## src/rtl/service_arbiter_pkg.sv

```systemverilog
// Shared constants, state encoding and one-hot helpers for the front-panel arbiter.
// Bit 3 of every service vector is service 1, bit 0 is service 4.
package service_arbiter_pkg;

  localparam int N_SVC = 4;

  localparam logic [N_SVC-1:0] SVC1     = 4'b1000;
  localparam logic [N_SVC-1:0] SVC2     = 4'b0100;
  localparam logic [N_SVC-1:0] SVC3     = 4'b0010;
  localparam logic [N_SVC-1:0] SVC4     = 4'b0001;
  localparam logic [N_SVC-1:0] SVC_NONE = 4'b0000;

  typedef enum logic [1:0] {
    ST_IDLE   = 2'd0,
    ST_ACTIVE = 2'd1,
    ST_DONE   = 2'd2
  } state_e;

  typedef logic [1:0] svc_idx_t;

  function automatic logic is_onehot(input logic [N_SVC-1:0] v);
    return (v != SVC_NONE) && ((v & (v - N_SVC'(1))) == SVC_NONE);
  endfunction

  function automatic logic is_multi(input logic [N_SVC-1:0] v);
    return (v & (v - N_SVC'(1))) != SVC_NONE;
  endfunction

  function automatic svc_idx_t onehot_idx(input logic [N_SVC-1:0] v);
    svc_idx_t idx;
    idx = '0;
    for (int i = 0; i < N_SVC; i++) begin
      if (v[i]) idx = svc_idx_t'(i);
    end
    return idx;
  endfunction

endpackage

```

## src/rtl/service_arbiter_sync_edge.sv

```systemverilog
// Two-flop synchronizer with a third flop for rising-edge detection.
// sync is 2 cycles behind d; rise is high while sync=1 and the third flop is still 0.
module service_arbiter_sync_edge #(
  parameter int W = 1
) (
  input  logic         clk,
  input  logic         resetn,
  input  logic [W-1:0] d,
  output logic [W-1:0] sync,
  output logic [W-1:0] rise
);

  logic [W-1:0] s1;
  logic [W-1:0] s2;
  logic [W-1:0] s3;

  always_ff @(posedge clk or negedge resetn) begin
    if (!resetn) begin
      s1 <= '0;
      s2 <= '0;
      s3 <= '0;
    end else begin
      s1 <= d;
      s2 <= s1;
      s3 <= s2;
    end
  end

  assign sync = s2;
  assign rise = s2 & ~s3;

endmodule

```

## src/rtl/service_arbiter.sv

```systemverilog
// Grants buttons and display to one service chosen by the mode switches; shows current_time when idle.
// Switch-to-grant latency 3 cycles; every output is registered.
module service_arbiter
  import service_arbiter_pkg::*;
(
  input  logic              clk,
  input  logic              resetn,
  input  logic [N_SVC-1:0]  spdt_service,
  input  logic [4:0]        push,
  input  logic [N_SVC-1:0]  finish,
  input  logic [16*N_SVC-1:0] svc_num,
  input  logic [15:0]       current_time,
  output logic [N_SVC-1:0]  grant,
  output logic [4:0]        push_pulse,
  output logic [15:0]       disp_num,
  output logic [N_SVC-1:0]  spdt_led,
  output logic              abort,
  output logic              err_multi
);

  logic [N_SVC-1:0] spdt_s2;
  logic [N_SVC-1:0] spdt_rise_unused;
  logic [4:0]       push_s2_unused;
  logic [4:0]       push_rise;

  service_arbiter_sync_edge #(.W(N_SVC)) u_spdt_sync (
    .clk    (clk),
    .resetn (resetn),
    .d      (spdt_service),
    .sync   (spdt_s2),
    .rise   (spdt_rise_unused)
  );

  service_arbiter_sync_edge #(.W(5)) u_push_sync (
    .clk    (clk),
    .resetn (resetn),
    .d      (push),
    .sync   (push_s2_unused),
    .rise   (push_rise)
  );

  logic [15:0] svc_slice [N_SVC];

  for (genvar g = 0; g < N_SVC; g++) begin : g_slice
    assign svc_slice[g] = svc_num[16*g +: 16];
  end

  state_e   state;
  svc_idx_t idx;

  always_ff @(posedge clk or negedge resetn) begin
    if (!resetn) begin
      state      <= ST_IDLE;
      idx        <= '0;
      grant      <= SVC_NONE;
      spdt_led   <= SVC_NONE;
      disp_num   <= '0;
      push_pulse <= '0;
      abort      <= 1'b0;
      err_multi  <= 1'b0;
    end else begin
      abort      <= 1'b0;
      push_pulse <= '0;
      err_multi  <= 1'b0;
      case (state)
        ST_IDLE: begin
          disp_num <= current_time;
          if (is_onehot(spdt_s2)) begin
            state    <= ST_ACTIVE;
            idx      <= onehot_idx(spdt_s2);
            grant    <= spdt_s2;
            spdt_led <= spdt_s2;
          end else begin
            err_multi <= is_multi(spdt_s2);
          end
        end
        ST_ACTIVE: begin
          disp_num <= svc_slice[idx];
          // Finish has priority over a simultaneous switch drop.
          if (finish[idx]) begin
            state    <= ST_DONE;
            grant    <= SVC_NONE;
            spdt_led <= SVC_NONE;
          end else if (!spdt_s2[idx]) begin
            state    <= ST_IDLE;
            abort    <= 1'b1;
            grant    <= SVC_NONE;
            spdt_led <= SVC_NONE;
          end else begin
            push_pulse <= push_rise;
          end
        end
        ST_DONE: begin
          // Display holds the value captured on the finish cycle.
          if (spdt_s2 == SVC_NONE) state <= ST_IDLE;
        end
        default: begin
          state    <= ST_IDLE;
          grant    <= SVC_NONE;
          spdt_led <= SVC_NONE;
        end
      endcase
    end
  end

endmodule

```

## config.mk

```make
export PLATFORM = sky130hd
export DESIGN_NAME = service_arbiter
export DESIGN_NICKNAME = d
export VERILOG_FILES = /design/src/rtl/service_arbiter_pkg.sv /design/src/rtl/service_arbiter_sync_edge.sv /design/src/rtl/service_arbiter.sv
export SDC_FILE = /design/constraint.sdc
export NUM_CORES = 1
export LEC_CHECK = 0
export CELL_PAD_IN_SITES_DETAIL_PLACEMENT = 1
export CELL_PAD_IN_SITES_GLOBAL_PLACEMENT = 1
export CORE_MARGIN = 2
export CORE_UTILIZATION = 30
export CTS_CLUSTER_DIAMETER = 150
export CTS_CLUSTER_SIZE = 40
export DETAILED_ROUTE_END_ITERATION = 10
export GPL_TIMING_DRIVEN = 1
export PLACE_DENSITY_LB_ADDON = 0.1
export REMOVE_ABC_BUFFERS = 1
export SLEW_MARGIN = 20
export SYNTH_ARGS = -nofsm -noshare
export SYNTH_HDL_FRONTEND = slang
export SYNTH_SLANG_ARGS = --single-unit
export TNS_END_PERCENT = 30
```

## constraint.sdc

```tcl
create_clock -name clk -period 2.3 [get_ports clk]
set_input_delay 0.345 -clock clk [delete_from_list [all_inputs] [get_ports clk]]
set_output_delay 0.345 -clock clk [all_outputs]
set_load 0.01 [all_outputs]
```

==> summary.md, run 1 <==
| Metric | Value |
|---|---|
| Area contributors post-synth | dfrtp_1 (53%), mux4_2 (16%), mux2i_1 (6.7%) |
| Clock network power share | 0.202 |
| Seq/Total Area, Yosys | 0.528 |
| I/O pins | 126 |
| Worst EP required | 2.53 ns |
| First-pass GRT wire length | 11700 um |
| Worst Hold Slack | 0.0199 ns |
| PostCTS Resize Cnt | 0 |
| Post-synth cell types | 36 |
| DRT iter0 DRCs | 36 |
| Synth top area share | 0.528 |
| Synth warnings | 0 |
| Post-synth EDFFs | 0 |
| Final min period | 1.86 ns |
| Clock slew at reported path FFs | 0.10 ns |
| Postcts setup bufs | 0 |
| Avg Vias per Cell | 4.93 |
| Largest net degree at the start of global routing | 33 |
| Gpl congestion | 0.710 |
| Worst-path maximum fanout | 13 |
| Total track usage | 0.164 |
| Nets | 412 |
| Vias | 2086 |
| Num rows | 33 |
| Slew of the pin with the lowest slew margin | 0.598 ns |
| P_sw | 1.20 mW |
| Largest area contributor in the netlist | dfrtp_1 |
| Synth top cells by count | dfrtp_1 (54), o21ai_0 (22), mux4_2 (18), nand2_1 (18), mux2i_1 (17) |
| Initial Utilization | 0.310 |
| Sw frac | 0.321 |
| Critical Path Sink Type | register |
| Internal power | 2.53 mW |
| Placed inst area | 3930 um^2 |
| FMAX | 537 MHz |
| Layout overhead on the synthesized area | 59.1% |
| Pwr Density | 915 nW/um^2 |
| Core Footprint | 8260 um^2 |
| Leakage | 1.62 nW |
| GRT overflow | 0 |
| Synthesized area | 2560 um^2 |
| Async SR Flop Fraction | 1.00 |
| Most used DFF post-synth | dfrtp_1 |
| Die height | 96.4 um |
| Status | completed |
| Layout cells sized above 1 | 0.126 |
| Slew headroom | 0.596 |
| Overall power | 3.73 mW |
| Port Buffers | 125 |
| CTS hold repair buffers | 0 |
| DRC | 0 |
| Peak VDD IR | 0.439 mV |
| Setup TNS Final | 0 ns |
| Hold Path Class | in -> async |
| Crit path kind | reg -> reg |
| Final Cycle Share | 0.809 |
| CTS Root Cell | clkbuf_8 |
| Setup repair after global routing missed its margin | false |
| Yosys reg bits | 54 |
| DRT Wirelength | 7280 um |
| Clk_lat worst skew | 0.31 ns |
| # H-tree levels | 2 |
| Final-report max-slew violation count | 0 |
| Startpoint Class | register |
| Final Hold Fails | 0 |
| Final instance area | 4070 um^2 |
| Crit path DAT | 2.09 ns |
| DIE AREA | 9280 um^2 |
| Setup WS pre-CTS | 0.268 ns |
| Post-detail-place hpwl | 5640 um |
| Initial antenna violation count | 0 |
| CTS tree | yes |
| Final setup vio count | 0 |
| Die Wd | 96.4 um |
| Clock sink count | 54 |
| Cell count after synthesis | 196 |
| Vias in the first global route | 2326 |
| Max Root-Sink Buffers | 2 |
| Final worst slack | 0.439 ns |
| Antenna-violating nets left | 0 |
| Post-DR wirelength/cell | 17.2 um |
| Max Cap Viol | 0 |
| 1st-pass router iterations | 4 |
| TritonCTS buffer count | 5 |
| Logic pwr share | 0.432 |
| Cell with the most instances after synthesis | dfrtp_1 |
| Syn avg cell area | 13.1 um^2 |
| # diodes | 0 |
| Part of the power in registers | 0.366 |
| Clk_skew | 0.00815 ns |
metrics by stage:
step,cells,util
2_1_floorplan,176,-
3_3_place_gp,415,0.476
3_5_place_dp,415,0.476
4_1_cts,423,0.493
5_1_grt,423,0.493
6_report,423,0.493
registers in the layout, indices dropped and copies added, names as in the netlist:
register and count:
spdt_led 4, u_spdt_sync.s1 4, u_push_sync.sync 5, push_pulse 5, u_push_sync.s3 5, state 2
idx 2, u_push_sync.s1 5, err_multi 1, abort 1, disp_num 16, u_spdt_sync.sync 4
per-layer routing:
layer	vias to the layer above	part of all wire	global-route usage
li1	968	-	-
met1	1034	0.42	0.205
met2	76	0.48	0.286
met3	8	0.084	0.0352
met4	0	0.010	0.0458
met5	-	0	0
critical path, stage by stage (launching register included):
cell and delay (ns):
dfrtp_1 0.59, nor4bb_1 0.60, o41ai_4 0.18, buf_4 0.19, nor3b_1 0.21
path summary, 6_finish.rpt:
check	from	end	slack [ns]	cells past startpoint
setup / recovery	u_spdt_sync.sync[1]$_DFF_PN0_	push_pulse[3]$_DFF_PN0_	0.44	4
hold / removal	resetn	disp_num[9]$_DFFE_PN0P_	0.02	1
setup reg to reg	u_spdt_sync.sync[1]$_DFF_PN0_	push_pulse[3]$_DFF_PN0_	0.44	4
hold reg to reg	u_push_sync.s1[0]$_DFF_PN0_	u_push_sync.sync[0]$_DFF_PN0_	0.36	0
max in group asynchronous	resetn	spdt_led[1]$_DFFE_PN0P_	1.72	2
min in group clk	u_push_sync.s1[0]$_DFF_PN0_	u_push_sync.sync[0]$_DFF_PN0_	0.36	0
power groups by stage:
stage          sequential (mW)  combinational (mW)  clock [mW]
2_1_floorplan             1.58               0.542           0
3_3_place_gp              1.37                1.62           0
3_5_place_dp              1.39                1.63           0
4_1_cts                   1.37                1.64       0.776
5_1_grt                   1.40                1.76       0.806
6_report                  1.36                1.61       0.753
cell type report:
cell class                      count  area, um^2
Timing Repair Buffer              134        1340
Tap cell                          105         131
Clock inverter                      3        68.8
Sequential cell                    54        1350
Multi-Input combinational cell    119        1100
Inverter                            3        11.3
Clock buffer                        5        68.8
Fill cell                         868        4190
cells in the final DEF, fill, tap and decap left out, types with 4 or more instances in the layout:
cell type / count
buf_4: 7
clkbuf_8: 5
clkdlybuf4s50_1: 124
dfrtp_1: 54
mux2i_1: 17
mux4_2: 18
nand2_1: 18
nor2_1: 5
nor3b_1: 6
nor4_1: 4
o21ai_0: 22
cell families (layout without fill, tap and decap cells):
kind of cell               after synthesis  count (layout)  synth area share
muxes                                   35              35             0.225
DFF                                     54              54             0.528
xor gates and xnor gates                 1               1           0.00342
and+or+nand+nor                         46              46            0.0998
adders and majority gates                1               1           0.00391
buffers and inverters                   23             145            0.0416
AOI/OAI and AO/OA                       36              36            0.0983
Power figures use the tool's default switching activity.
==> run 2: changes to the inputs <==
--- a/config.mk
+++ b/config.mk
@@ -8,7 +8,7 @@
 export CELL_PAD_IN_SITES_DETAIL_PLACEMENT = 1
 export CELL_PAD_IN_SITES_GLOBAL_PLACEMENT = 1
 export CORE_MARGIN = 2
-export CORE_UTILIZATION = 30
+export CORE_UTILIZATION = 28
 export CTS_CLUSTER_DIAMETER = 150
 export CTS_CLUSTER_SIZE = 40
 export DETAILED_ROUTE_END_ITERATION = 10
==> constraint.sdc (replaced) <==
create_clock -name clk -period 1.5 [get_ports clk]
set_input_delay 0.225 -clock clk [delete_from_list [all_inputs] [get_ports clk]]
set_output_delay 0.225 -clock clk [all_outputs]
set_load 0.01 [all_outputs]
==> summary.md, run 2 (synthesized netlist as in run 1, its figures left out) <==
| Metric | Value |
|---|---|
| Uppermost layer routed | met4 |
| Worst EP required | 1.70 ns |
| Max Root-Sink Buffers | 2 |
| Antenna-violating nets left | 0 |
| Clk_skew | 0.00520 ns |
| Max reg flops | 16 |
| Core Footprint | 8810 um^2 |
| Leakage | 1.79 nW |
| Worst-path cell chain | nor4b_1 > buf_4 > o41ai_4 > o221ai_2 > a22o_1 |
| Vias | 2126 |
| 1st-pass router iterations | 4 |
| Clk_lat worst skew | 0.31 ns |
| I/O pins | 126 |
| Clock sink count | 54 |
| Violated checks | setup timing |
| TritonCTS buffer count | 5 |
| Commonest cells after routing, fill and taps aside | clkdlybuf4s50_1 (112), dfrtp_1 (52), buf_4 (23) |
| Initial antenna violation count | 0 |
| Biggest register | disp_num |
| Layout cells sized above 1 | 0.205 |
| Met3 wire length | 470 um |
| Die Wd | 99.6 um |
| Initial Utilization | 0.291 |
| Final-report max-slew violation count | 0 |
| Crit path DAT | 1.82 ns |
| Worst Hold Slack | 0.343 ns |
| Final min period | 1.61 ns |
| DRC | 0 |
| Overall power | 5.57 mW |
| Hold Path Class | in -> reg |
| Worst-path maximum fanout | 3 |
| CTS tree | yes |
| # diodes | 0 |
| Commonest non-fill, non-tap cell in the layout | clkdlybuf4s50_1 |
| WL met1 | 3240 um |
| Post-detail-place hpwl | 5660 um |
| DRT iter0 DRCs | 45 |
| Port Buffers | 125 |
| Final worst slack | -0.114 ns |
| First-pass GRT wire length | 12000 um |
| Final setup vio count | 22 |
| GRT overflow | 0 |
| Largest net degree at the start of global routing | 55 |
| Avg Vias per Cell | 4.78 |
| Die height | 99.6 um |
| Max Cap Viol | 0 |
| Sequential cell area | 1350 um^2 |
| Final Hold Fails | 0 |
| Crit path kind | reg -> reg |
| Pwr Density | 1310 nW/um^2 |
| Final Cycle Share | 1.08 |
| Post-DR wirelength/cell | 16.9 um |
| # fillers | 928 |
| Total track usage | 0.154 |
| Multi-input gate area | 1160 um^2 |
| DIE AREA | 9920 um^2 |
| Setup TNS Final | -0.649 ns |
| Setup repair after global routing missed its margin | true |
| Nets | 431 |
| Num rows | 34 |
| CTS Root Cell | clkbuf_8 |
| Startpoint Class | register |
| Slew of the pin with the lowest slew margin | 0.360 ns |
| Gpl congestion | 0.790 |
| Top delay family on crit path | compound AO/OA/AOI/OAI gates |
| CP bufs+invs | 1 |
| Slew headroom | 0.759 |
| CP max stage delay | 0.42 ns |
| Critical Path Sink Type | register |
| Layout overhead on the synthesized area | 65.8% |
| Met2 wire length | 3750 um |
| FMAX | 620 MHz |
| Peak VDD IR | 0.634 mV |
| Clock slew at reported path FFs | 0.10 ns |
| DRT Wirelength | 7510 um |
| Vias in the first global route | 2270 |
| Final Util | 0.482 |
| # H-tree levels | 2 |
| Status | finished, violations left |
| Critical Path Slowest Stage Cell | dfrtp_1 |
run 2: area by class of cell:
class / count / share of cell area
timing repair buffer: 153 / 0.350
sequential: 54 / 0.319
multi-input combinational: 119 / 0.273
tap: 108 / 0.0318
clock buffer: 6 / 0.0195
clock inverter: 2 / 0.00383
inverter: 3 / 0.00265
run 2: routing by layer:
metal / up-vias / global-route usage
met3: 5 / 0.0323
met5: - / 0
met4: 0 / 0.0348
met1: 1043 / 0.200
met2: 75 / 0.265
li1: 1003 / -
run 2: worst register-to-register path, stage by stage (launching register included):
cell and delay (ns):
dfrtp_1 0.42, nor4b_1 0.15, buf_4 0.15, o41ai_4 0.42, o221ai_2 0.16, a22o_1 0.22
run 2: metrics by stage:
step	instance area, um^2	setup slack, ns	std cells
after detailed placement	4040	-0.383	433
after CTS	4160	-0.118	444
after global placement	4040	-0.347	433
after global routing	4240	-0.171	445
final	4240	-0.114	445
after floorplan	2460	-0.683	176
run 2: what timing repair did:
| item | CTS | global route |
|---|---|---|
| hold buffers | 1 | 0 |
| endpoints found under the setup margin | 34 | 35 |
| endpoints found under the hold margin | 54 | 0 |
| buffers inserted | 2 | 2 |
| pin swaps | 4 | 4 |
| resized for setup | 11 | 18 |
run 2: power breakdown:
part / switching (mW) / internal, mW / leakage (nW) / total, mW
clock: 0.502 / 0.381 / 0.0478 / 0.883
sequential: 0.246 / 1.80 / 0.656 / 2.05
combinational: 1.15 / 1.49 / 1.09 / 2.64
total: 1.89 / 3.68 / 1.79 / 5.57
run 2: worst paths after layout:
path / start / end / slack [ns] / depth (start not counted)
max: u_spdt_sync.sync[0]$_DFF_PN0_ / spdt_led[1]$_DFFE_PN0P_ / -0.11 / 5
min: spdt_service[3] / u_spdt_sync.s1[3]$_DFF_PN0_ / 0.34 / 1
max reg2reg: u_spdt_sync.sync[0]$_DFF_PN0_ / spdt_led[1]$_DFFE_PN0P_ / -0.11 / 5
min reg2reg: u_spdt_sync.s1[3]$_DFF_PN0_ / u_spdt_sync.sync[3]$_DFF_PN0_ / 0.36 / 0
max in group asynchronous: resetn / idx[0]$_DFFE_PN0P_ / 0.79 / 3
min in group asynchronous: resetn / disp_num[10]$_DFFE_PN0P_ / 0.40 / 3
